### src/rtl/stopwatch_pkg.sv
// Shared types and constants for the two-button stopwatch controller.
package stopwatch_pkg;

    localparam int unsigned SW_WIDTH = 32;
    localparam logic [SW_WIDTH-1:0] SW_MAX_COUNT = 32'hFFFF_FF00;

    typedef enum logic [2:0] {
        StIdle  = 3'd0,
        StRun   = 3'd1,
        StLap   = 3'd2,
        StPause = 3'd3,
        StMaxed = 3'd4
    } sw_state_t;

endpackage

### src/rtl/rise_edge_det.sv
// Rising-edge detector for a synchronized button level. History resets high so a
// button held through reset yields no edge.
module rise_edge_det (
    input  logic clk,
    input  logic rst,
    input  logic level_i,
    output logic pulse_o
);

    logic hist_q;

    always_ff @(posedge clk or posedge rst) begin
        if (rst) begin
            hist_q <= 1'b1;
        end else begin
            hist_q <= level_i;
        end
    end

    assign pulse_o = level_i & ~hist_q;

endmodule

### src/rtl/stopwatch_ctrl.sv
// Button sequencer for the stopwatch counter: command pulses, lap capture,
// auto-stop at terminal count and display selection.
module stopwatch_ctrl
    import stopwatch_pkg::*;
#(
    parameter int unsigned       WIDTH     = SW_WIDTH,
    parameter logic [WIDTH-1:0]  MAX_COUNT = WIDTH'(SW_MAX_COUNT)
) (
    input  logic             clk,
    input  logic             rst,
    input  logic             btn_ss,
    input  logic             btn_lr,
    input  logic [WIDTH-1:0] count_in,
    output logic             sw_start,
    output logic             sw_stop,
    output logic             sw_reset,
    output logic [WIDTH-1:0] disp_count,
    output logic             running,
    output logic             lap_active,
    output logic             maxed
);

    logic ss_e;
    logic lr_e;
    logic at_max;

    sw_state_t        state_q, state_d;
    logic [WIDTH-1:0] lap_q, lap_d;
    logic [WIDTH-1:0] disp_q, disp_d;
    logic             start_q, start_d;
    logic             stop_q, stop_d;
    logic             reset_q, reset_d;

    rise_edge_det u_ss_det (
        .clk     (clk),
        .rst     (rst),
        .level_i (btn_ss),
        .pulse_o (ss_e)
    );

    rise_edge_det u_lr_det (
        .clk     (clk),
        .rst     (rst),
        .level_i (btn_lr),
        .pulse_o (lr_e)
    );

    assign at_max = (count_in >= MAX_COUNT);

    // Priority: terminal count, then start/stop, then lap/reset; losers are dropped.
    always_comb begin
        state_d = state_q;
        lap_d   = lap_q;
        start_d = 1'b0;
        stop_d  = 1'b0;
        reset_d = 1'b0;
        case (state_q)
            StIdle: begin
                if (ss_e) begin
                    state_d = StRun;
                    start_d = 1'b1;
                end else if (lr_e) begin
                    reset_d = 1'b1;
                end
            end
            StRun: begin
                if (at_max) begin
                    state_d = StMaxed;
                    stop_d  = 1'b1;
                end else if (ss_e) begin
                    state_d = StPause;
                    stop_d  = 1'b1;
                end else if (lr_e) begin
                    state_d = StLap;
                    lap_d   = count_in;
                end
            end
            StLap: begin
                if (at_max) begin
                    state_d = StMaxed;
                    stop_d  = 1'b1;
                end else if (ss_e) begin
                    state_d = StPause;
                    stop_d  = 1'b1;
                end else if (lr_e) begin
                    state_d = StRun;
                end
            end
            StPause: begin
                if (ss_e) begin
                    state_d = StRun;
                    start_d = 1'b1;
                end else if (lr_e) begin
                    state_d = StIdle;
                    reset_d = 1'b1;
                end
            end
            StMaxed: begin
                if (lr_e) begin
                    state_d = StIdle;
                    reset_d = 1'b1;
                end
            end
            default: state_d = StIdle;
        endcase
    end

    // Keyed on the next state so the display changes together with the status flags.
    always_comb begin
        case (state_d)
            StLap:   disp_d = lap_d;
            StMaxed: disp_d = MAX_COUNT;
            default: disp_d = count_in;
        endcase
    end

    always_ff @(posedge clk or posedge rst) begin
        if (rst) begin
            state_q <= StIdle;
            lap_q   <= '0;
            disp_q  <= '0;
            start_q <= 1'b0;
            stop_q  <= 1'b0;
            reset_q <= 1'b0;
        end else begin
            state_q <= state_d;
            lap_q   <= lap_d;
            disp_q  <= disp_d;
            start_q <= start_d;
            stop_q  <= stop_d;
            reset_q <= reset_d;
        end
    end

    assign sw_start   = start_q;
    assign sw_stop    = stop_q;
    assign sw_reset   = reset_q;
    assign disp_count = disp_q;
    assign running    = (state_q == StRun) || (state_q == StLap);
    assign lap_active = (state_q == StLap);
    assign maxed      = (state_q == StMaxed);

endmodule

### config.mk
export PLATFORM = sky130hd
export DESIGN_NAME = stopwatch_ctrl
export DESIGN_NICKNAME = d
export VERILOG_FILES = /design/src/rtl/stopwatch_pkg.sv /design/src/rtl/rise_edge_det.sv /design/src/rtl/stopwatch_ctrl.sv
export SDC_FILE = /design/constraint.sdc
export NUM_CORES = 1
export LEC_CHECK = 0
export BUFFER_PORTS_ARGS = -buffer_cell sky130_fd_sc_hd__buf_4
export CAP_MARGIN = 20
export CORE_ASPECT_RATIO = 0.8
export CORE_MARGIN = 2
export CORE_UTILIZATION = 53
export DETAILED_ROUTE_END_ITERATION = 16
export GPL_TIMING_DRIVEN = 0
export PLACE_DENSITY = 0.89
export SKIP_LAST_GASP = 1
export SLEW_MARGIN = 10
export SYNTH_ARGS = -nofsm -noshare
export SYNTH_HDL_FRONTEND = slang
export SYNTH_SLANG_ARGS = --single-unit
### constraint.sdc
create_clock -name clk -period 3.04 [get_ports clk]
set_clock_uncertainty 0.2 [all_clocks]
set_input_delay 0.456 -clock clk [delete_from_list [all_inputs] [get_ports clk]]
set_output_delay 0.456 -clock clk [all_outputs]
set_load 0.05 [all_outputs]
==> reports/results.ini <==
[status]
outcome=finished clean

[placed_design]
io_buffers=73
gp_congestion=0.971
dpl_cell_area_um2=3730
dp.cells=363
dp_hpwl_mm=4.45

[global_route]
antenna_found_initial=0
grt_pass1_wl_mm=10.9
grt_pass1_vias=2138
gr-total-overflow=0
grt_max_degree=69
grtUsageTotal_pct=23.1

[timing]
finalSetupViolCount=0
finalHoldViolCount=0
worst_pin_slew_ns=0.571
finalMaxSlewViolations=0
rsz0062_at_grt=false
period_minus_slack_ns=2.40
timing.fmax_ghz=0.417
relSlewSlack_pct=61.9
min_period_over_period_pct=78.8

[power_and_ir_drop]
p_int_mw=2.51
power_density_nw_per_um2=965
vdd_ir_drop_max_v=0.000565
p_leak_nw=1.86
comb_power_share_pct=38.3
sw_frac_of_total_pct=34.8
switching_power_mw=1.34
p_clk_share_pct=23.7
p_seq_share_pct=37.9

[cts]
h-tree-depth=3
clk_pin_slew_ns=0.07
post_cts_resized=0
post_cts_buffers=0
cts.sinks=72
cts_tree=done
clock_path_buffers=2
hold_buffers=1
clk_latency_ns=0.34
cts_buffers=9
cts-root-buf=clkbuf_8

[route]
dr.pass1.iters=4
drtIter0Drc=109
num_vias=2087
detail_route.wl_per_cell_um=17.9
drt_wl_total_mm=6.81
drc=0
postRouteAntennaNets=0
via_per_inst=5.49

[yosys]
synth_edf_count=0
synth_cell_types=38
async_flop_share_pct=100
yosys_register_bits=72
synth_cells=211
ys_seq_area_share_pct=59.0
synth_area_per_cell_um2=14.5
synth_nets=247
synth_ff_type=dfrtp_1
syn_area_um2=3060
yosys_warnings=0

[cells_and_area]
area_growth_syn_to_layout_pct=30.4
fin_area_um2=3990
diodes=0
drive_above_1_share_pct=45.7
nNetsFinal=333
instances_no_fill=380
fin_util_pct=72.6

[floorplanning]
dieArea_um2=6400
die_x_um=88.9
die_y_um=71.9
rows=24
io_pins=74
core_area_um2=5500
initial_core_util_pct=55.6

[worst_setup_path]
cp-end-kind=flop
startpoint_type=flop
critPathKind=reg -> reg
critical_path_peak_fanout=10
required_ns=3.06
cp.arrival_ns=2.42

[hold_path]
hold_class=in -> reg

[flow_run]
cap_violations=0

==> path summary, 6_finish.rpt <==
path                       cells past startpoint       start              end  slack [ns]
min in group asynchronous                      3         rst        lap_q[21]        0.34
max reg2reg                                    7  state_q[0]   disp_count[22]        0.64
min reg2reg                                    1    lap_q[6]    disp_count[6]        0.30
max in group asynchronous                      4         rst  u_lr_det.hist_q        1.73
min                                            1      btn_ss  u_ss_det.hist_q        0.03
max                                            7  state_q[0]   disp_count[22]        0.64
==> critical path: stages, from the launching register on <==
cell and delay (ns):
dfrtp_1 0.37, clkbuf_1 0.21, nor3b_2 0.33, nand3_1 0.15, a21oi_2 0.31, buf_2 0.33
mux2i_1 0.29, nand2_1 0.08
==> cell usage in the layout, fill, tap and decap left out, drive strengths merged, types with 3 or more instances in the layout <==
| cell | instances |
|---|---|
| buf | 83 |
| dfrtp | 70 |
| mux2 | 32 |
| o22a | 18 |
| clkbuf | 14 |
| nand2 | 10 |
| nor2 | 8 |
| a32o | 8 |
| nand4 | 6 |
| mux2i | 6 |
| nand2b | 5 |
| a21oi | 5 |
| nor2b | 4 |
| nand3 | 3 |
| and2 | 3 |
| bufinv | 3 |
==> metrics by stage <==
stage	power (mW)	setup WS (ns)	hold slack [ns]	TNS [ns]
floorplan	2.53	0.423	0.260	0
global placement	2.88	-0.185	0.268	-12.70
detailed placement	2.93	0.464	0.143	0
CTS	3.86	0.665	0.0196	0
global route	4.02	0.498	0.0194	0
finish	3.85	0.644	0.0299	0
==> Yosys cell counts (all sizes together), types with 2 or more instances <==
cell type  instances  area [um2]
dfstp              2        52.6
dfrtp             70        1750
nand3              3        15.0
o21ai              2        10.0
inv                2        7.51
mux2i              6        60.1
mux2              32         473
nand2             10        45.0
o22a              18         158
nor2               8        30.0
buf                9        81.3
a32o               8        80.1
and2               3        18.8
clkbuf             3        11.3
nor2b              4        25.0
a21oi              5        28.8
nand2b             5        31.3
nand4              6        37.5
==> cell families (layout without fill, tap and decap cells) <==
kind of cell / count (synthesis) / after routing / share of synthesized area (%)
compound gates: 42 / 42 / 11.7
mux: 38 / 38 / 17.4
flops: 72 / 72 / 59.0
simple gates: 45 / 45 / 8.55
buf+inv: 14 / 105 / 3.27
==> sequential cells by signal (all words and copies together) (netlist names) <==
name             count
disp_count          32
sw_stop              1
u_ss_det.hist_q      1
state_q              3
lap_q               32
u_lr_det.hist_q      1
sw_start             1
sw_reset             1
==> power groups by stage <==
| stage | logic (mW) | clock network (mW) | registers, mW |
|---|---|---|---|
| 3_5_place_dp | 1.47 | 0 | 1.46 |
| 6_report | 1.48 | 0.914 | 1.46 |
| 4_1_cts | 1.48 | 0.928 | 1.46 |
| 3_3_place_gp | 1.43 | 0 | 1.45 |
| 2_1_floorplan | 0.719 | 0 | 1.81 |
| 5_1_grt | 1.55 | 0.968 | 1.50 |
==> metal layers <==
layer  up-vias  global-route usage [%]  share of wire, %
met5         -                       0                 0
met4         0                    10.1               1.8
met3        16                    6.14               6.7
met2        80                    34.8                47
met1      1041                    31.9                44
li1        950                       -                 -
==> final cells by class <==
| cell class | count | area, um2 |
|---|---|---|
| multi-input cells | 125 | 1150 |
| clock inverters | 5 | 104 |
| repair buffers | 75 | 586 |
| inverters | 2 | 10.0 |
| fillers | 363 | 1510 |
| well taps | 78 | 97.6 |
| flip-flops and latches | 72 | 1800 |
| clock buffers | 11 | 141 |
| plain buffers | 12 | 92.6 |
Note: power is estimated with default switching activity, not from simulation.
